[src/rtl/bp_io_reg_endpoint.sv]
// I/O register endpoint: answers uncached I/O commands from the I/O CCE
// with one response each, backed by a small bank of 64-bit registers.
// Register 0 is a read-only device ID; registers 1..num_regs_p-1 are RW.
//
// Message layout (bp_cce_mem_msg_s, LSB first):
//   msg_type[3:0] | addr[paddr_width_p] | size[2:0] | way_id | lce_id | data[cce_block_width_p]
// cce_block_width_p must be at least 64.
//
// state   | meaning
// --------+---------------------------------------------------------
// e_ready | idle, io_cmd_ready_o high, waiting for a command
// e_resp  | response held on io_resp_o until io_resp_yumi_i
module bp_io_reg_endpoint #(
  parameter int                         paddr_width_p     = 40,
  parameter int                         lce_id_width_p    = 4,
  parameter int                         way_id_width_p    = 3,
  parameter int                         cce_block_width_p = 128,
  parameter int                         num_regs_p        = 8,
  parameter logic [paddr_width_p-1:0]   base_addr_p       = 'h0010_0000,
  parameter logic [63:0]                dev_id_p          = 64'h0,
  localparam int cce_mem_msg_width_lp = 4 + paddr_width_p + 3 + way_id_width_p
                                        + lce_id_width_p + cce_block_width_p
) (
  input  logic                            clk_i,
  input  logic                            reset_n_i,
  input  logic [cce_mem_msg_width_lp-1:0] io_cmd_i,
  input  logic                            io_cmd_v_i,
  output logic                            io_cmd_ready_o,
  output logic [cce_mem_msg_width_lp-1:0] io_resp_o,
  output logic                            io_resp_v_o,
  input  logic                            io_resp_yumi_i
);

  localparam logic [3:0] e_cce_mem_uc_rd = 4'd2;
  localparam logic [3:0] e_cce_mem_uc_wr = 4'd3;

  localparam logic [2:0] e_mem_size_1 = 3'd0;
  localparam logic [2:0] e_mem_size_2 = 3'd1;
  localparam logic [2:0] e_mem_size_4 = 3'd2;

  localparam int                       idx_width_lp = $clog2(num_regs_p);
  localparam logic [paddr_width_p-1:0] span_lp      = paddr_width_p'(8 * num_regs_p);

  typedef struct packed {
    logic [lce_id_width_p-1:0] lce_id;
    logic [way_id_width_p-1:0] way_id;
  } payload_s;

  typedef struct packed {
    payload_s                 payload;
    logic [2:0]               size;
    logic [paddr_width_p-1:0] addr;
    logic [3:0]               msg_type;
  } hdr_s;

  typedef struct packed {
    logic [cce_block_width_p-1:0] data;
    hdr_s                         hdr;
  } bp_cce_mem_msg_s;

  typedef enum logic {
    e_ready = 1'b0,
    e_resp  = 1'b1
  } state_e;

  state_e state_q, state_d;

  bp_cce_mem_msg_s cmd_li, resp_lo;

  logic [63:0] regs_q [num_regs_p];
  hdr_s        resp_hdr_q;
  logic [63:0] resp_data_q;

  logic                     accept;
  logic [paddr_width_p-1:0] off;
  logic                     hit;
  logic [idx_width_lp-1:0]  idx;
  logic [2:0]               lane;
  logic [7:0]               size_mask;
  logic                     aligned;
  logic [7:0]               byte_en;
  logic [63:0]              bit_mask;
  logic [63:0]              wdata_shift;
  logic [63:0]              rd_word;
  logic [63:0]              rd_shift;
  logic [63:0]              rd_data;
  logic                     is_rd;
  logic                     is_wr;
  logic                     wr_en;

  // Bits of the command data beyond the 64-bit register width carry no meaning here.
  logic unused_cmd_data;
  assign unused_cmd_data = ^cmd_li.data;

  assign cmd_li    = io_cmd_i;
  assign io_resp_o = resp_lo;
  assign accept    = io_cmd_v_i & io_cmd_ready_o;

  // Address decode, lane alignment and the shifted read/write data paths.
  always_comb begin
    off       = cmd_li.hdr.addr - base_addr_p;
    hit       = (cmd_li.hdr.addr >= base_addr_p) && (off < span_lp);
    idx       = off[3 +: idx_width_lp];
    lane      = cmd_li.hdr.addr[2:0];
    size_mask = 8'hFF;
    aligned   = (lane == 3'd0);
    case (cmd_li.hdr.size)
      e_mem_size_1: begin
        size_mask = 8'h01;
        aligned   = 1'b1;
      end
      e_mem_size_2: begin
        size_mask = 8'h03;
        aligned   = (lane[0] == 1'b0);
      end
      e_mem_size_4: begin
        size_mask = 8'h0F;
        aligned   = (lane[1:0] == 2'd0);
      end
      default: begin
        size_mask = 8'hFF;
        aligned   = (lane == 3'd0);
      end
    endcase

    // Alignment guarantees the lane window never wraps past byte 7.
    byte_en  = size_mask << lane;
    bit_mask = '0;
    for (int b = 0; b < 8; b++) begin
      bit_mask[8*b +: 8] = {8{size_mask[b]}};
    end

    wdata_shift = cmd_li.data[63:0] << {lane, 3'b000};
    rd_word     = (idx == '0) ? dev_id_p : regs_q[idx];
    rd_shift    = rd_word >> {lane, 3'b000};

    is_rd = (cmd_li.hdr.msg_type == e_cce_mem_uc_rd);
    is_wr = (cmd_li.hdr.msg_type == e_cce_mem_uc_wr);

    rd_data = (is_rd && hit && aligned) ? (rd_shift & bit_mask) : 64'h0;
    wr_en   = accept && is_wr && hit && aligned && (idx != '0);
  end

  // Register bank; the ID slot is never written and reads come from dev_id_p.
  always_ff @(posedge clk_i) begin
    if (!reset_n_i) begin
      for (int r = 0; r < num_regs_p; r++) begin
        regs_q[r] <= '0;
      end
    end else if (wr_en) begin
      for (int b = 0; b < 8; b++) begin
        if (byte_en[b]) begin
          regs_q[idx][8*b +: 8] <= wdata_shift[8*b +: 8];
        end
      end
    end
  end

  // Capture header and read data at accept so the response is immune to later writes.
  always_ff @(posedge clk_i) begin
    if (!reset_n_i) begin
      resp_hdr_q  <= '0;
      resp_data_q <= '0;
    end else if (accept) begin
      resp_hdr_q  <= cmd_li.hdr;
      resp_data_q <= rd_data;
    end
  end

  // Assemble the response: echoed header, read data zero-extended to the block width.
  always_comb begin
    resp_lo            = '0;
    resp_lo.hdr        = resp_hdr_q;
    resp_lo.data[63:0] = resp_data_q;
  end

  // FSM state register.
  always_ff @(posedge clk_i) begin
    if (!reset_n_i) begin
      state_q <= e_ready;
    end else begin
      state_q <= state_d;
    end
  end

  // FSM next-state and handshake outputs.
  always_comb begin
    state_d        = state_q;
    io_cmd_ready_o = 1'b0;
    io_resp_v_o    = 1'b0;
    case (state_q)
      e_ready: begin
        io_cmd_ready_o = reset_n_i;
        if (io_cmd_v_i && reset_n_i) begin
          state_d = e_resp;
        end
      end
      e_resp: begin
        io_resp_v_o = 1'b1;
        if (io_resp_yumi_i) begin
          state_d = e_ready;
        end
      end
      default: state_d = e_ready;
    endcase
  end

endmodule

[config.mk]
export PLATFORM = sky130hd
export DESIGN_NAME = bp_io_reg_endpoint
export DESIGN_NICKNAME = d
export VERILOG_FILES = /design/src/rtl/bp_io_reg_endpoint.sv
export SDC_FILE = /design/constraint.sdc
export NUM_CORES = 1
export LEC_CHECK = 0
export CAP_MARGIN = 25
export CORE_ASPECT_RATIO = 1.1
export CORE_MARGIN = 10
export CORE_UTILIZATION = 54
export CTS_CLUSTER_SIZE = 20
export DETAILED_ROUTE_END_ITERATION = 10
export GPL_ROUTABILITY_DRIVEN = 0
export PLACE_DENSITY = 0.78
export SYNTH_ARGS = -nofsm -noshare
export SYNTH_HDL_FRONTEND = slang
export SYNTH_SLANG_ARGS = --single-unit
[constraint.sdc]
create_clock -name clk_i -period 5 [get_ports clk_i]
set_input_delay 1.25 -clock clk_i [delete_from_list [all_inputs] [get_ports clk_i]]
set_output_delay 1.25 -clock clk_i [all_outputs]
set_load 0.005 [all_outputs]
==> results.yml <==
pwr:
  pwr-share-seq_pct: 47.8
  power.internal_uw: 8298
  p_sw_uw: 2786
  power_frac_comb_pct: 12.5
  switching_share_pct: 25.14
  clkPwrFrac_pct: 39.8
  power_leakage_uw: 0.01176
  irDropWorstVdd_mv: 0.2562
  power_density_nw_per_um2: 331.9
grt:
  grt_usage_pct: 29.32
  overflow: 0
  antenna_found_initial: 4
  grt_pass1_vias: 22290
  grt_max_degree: 104
  grt_pass1_wl_mm: 137.7
placement:
  hpwl_mm: 66.67
  io_buffers: 241
drt:
  viasPerCell: 6.303
  drt_iter0_drc: 3500
  top_layer_used: "met5"
  wl_met3_mm: 11.80
  vias: 23130
  totalWireLength_mm: 93.73
  drc: 0
  wl_met1_mm: 33.24
  firstDrtPassIters: 6
  wl_met2_mm: 42.98
  ant_nets: 0
  wire_per_inst_um: 25.54
cells_and_area:
  utilization_pct: 64.99
  area.sequential_sq_um: 15840
  syn_to_final_growth_pct: 18.72
  layout_commonest_cell: "nor2_1"
  drive_above_1_share_pct: 11.19
  nets: 3143
  final_cell_mix: "nor2_1 (489), edfxtp_1 (448), nand2_1 (289)"
  nFillCells: 3884
  multi_input_area_sq_um: 11090
timing:
  setup_viol: 0
  fin_crit_sh_pct: 88.82
  period_needed_ns: 4.441
  finalMaxSlewViolations: 0
  hold_viol_final: 0
  fin_skew_ns: 0.03622
  relSlewSlack_pct: 20.34
  final.setup.tns_ns: 0
  fmax_mhz: 225.2
  tightestPinTransition_ns: 1.182
  rsz0062_at_grt: "false"
critical_path:
  worst_r2r_path_depth: 8
  cp-end-kind: "register"
  crit_fanout: 7
  r2r_setup_slack_ns: 1.67
  cp.required_ns: 5.44
  worst_ep_arrival_time_ns: 4.88
  crit_path_start_kind: "input port"
  critical_path_class: "input port to register"
clocking:
  cts_resized: 0
  cts_sinks: 567
  cts_root_buf: "clkbuf_16"
  postCtsHoldBufs: 0
  cts-buffers-inserted: 55
  insertion_delay_ns: 0.65
  cts_tree: "done"
  clk_pin_slew_ns: 0.06
  post-cts-setup-buffers: 0
  ctsHtreeMaxLevel: 2
  cts_max_path_buffers: 3
floorplan:
  fp-row-count: 87
  die_x_um: 237.6
  die_y_um: 259.4
  initial_core_util_pct: 54.75
  ios: 370
  coreArea_sq_um: 51380
  die_area_sq_um: 61630
synth:
  synthCells: 2731
  ys_ff_latch: 567
  syn_avg_cell_area_sq_um: 10.30
  synth-edff-count: 448
  syn_area_sq_um: 28130
  async_reset_ff_share_pct: 0
  synth_cell_types: 72
  ys_seq_area_share_pct: 56.30
  yosys_warnings: 0
  yosys_most_used_dff: "edfxtp_1"
flow_run:
  maxCapViolCount: 0
status:
  status: "finished clean"
worst_hold_path:
  min_path_type: "register to register"
  min_path_cells: 2
## registers in the layout, indices dropped and copies added (netlist names)
| signal | cells |
|---|---|
| regs_q | 448 |
| resp_data_q | 64 |
| io_resp_o | 54 |
| state_q | 1 |
## cell type report
class / instances / area share [%]
clock inverters: 31 / 1.090
multi-input cells: 1910 / 33.22
diodes: 1 / 0.007494
well taps: 667 / 2.499
flip-flops and latches: 567 / 47.42
clock buffers: 71 / 4.669
inverters: 40 / 0.4496
repair buffers: 383 / 10.65
## routing by layer
layer | GRT usage [%] | up-vias
li1 | - | 10200
met1 | 35.90 | 11040
met2 | 46.41 | 1610
met3 | 8.004 | 281
met4 | 16.41 | 4
met5 | 0 | -
## worst paths after layout
path / start / end
hold / removal: resp_data_q[52]$_SDFFE_PN0P_ / resp_data_q[52]$_SDFFE_PN0P_
setup reg to reg: state_q$_SDFF_PN0_ / regs_q[6][62]$_SDFFCE_PN0P_
hold reg to reg: resp_data_q[52]$_SDFFE_PN0P_ / resp_data_q[52]$_SDFFE_PN0P_
setup / recovery: io_cmd_i[24] / regs_q[4][37]$_SDFFCE_PN0P_
## critical path, cell delays in order
cell             delay [ns]
clkdlybuf4s50_1        0.50
nor4_4                 0.46
nand4_2                0.27
o31a_1                 0.36
or3_1                  0.43
a21boi_0               0.90
nand2_1                0.43
nor3_1                 0.28
## cells by family after synthesis
group / Yosys count / synth area share [%]
and+or+nand+nor: 1037 / 16.10
DFF: 567 / 56.30
AOI/OAI and AO/OA: 561 / 12.54
other: 1 / 0.01333
buffers and inverters: 317 / 5.204
xor gates and xnor gates: 2 / 0.06229
muxes: 246 / 9.777
## synthesized netlist by cell type (29+ instances only)
master	count	area (sq um)
a211oi_1	50	375.4
a21oi_1	121	605.6
buf_1	37	138.9
buf_4	68	510.5
clkbuf_1	157	589.3
dfxtp_1	119	2382
edfxtp_1	448	13450
inv_1	39	146.4
mux2_2	30	337.8
mux2i_1	196	1962
nand2_1	289	1085
nand3_1	43	215.2
nand4_1	29	181.4
nor2_1	491	1843
nor3_1	49	245.2
o21ai_0	195	975.9
o31ai_1	29	217.7
## per-stage QoR
| step | hold WS [ns] | worst slack [ns] | power [uW] | area (sq um) | std cells |
|---|---|---|---|---|---|
| floorplan | 0.4344 | 0.6136 | 6126 | 28360 | 2794 |
| global placement | 0.4300 | 0.1324 | 6679 | 31430 | 3563 |
| detailed placement | 0.4313 | 0.01262 | 6715 | 31450 | 3564 |
| CTS | 0.4400 | 0.6499 | 11040 | 33370 | 3666 |
| global route | 0.4595 | 0.4452 | 11360 | 33390 | 3669 |
| finish | 0.4375 | 0.5589 | 11080 | 33390 | 3670 |
## power groups by stage
stage               registers, uW  clock network, uW  logic, uW
global placement             5380                  0       1300
CTS                          5290               4420       1330
finish                       5300               4410       1380
floorplan                    5380                  0        744
detailed placement           5390                  0       1320
global route                 5310               4610       1440
Note: power is estimated with default switching activity, not from simulation.
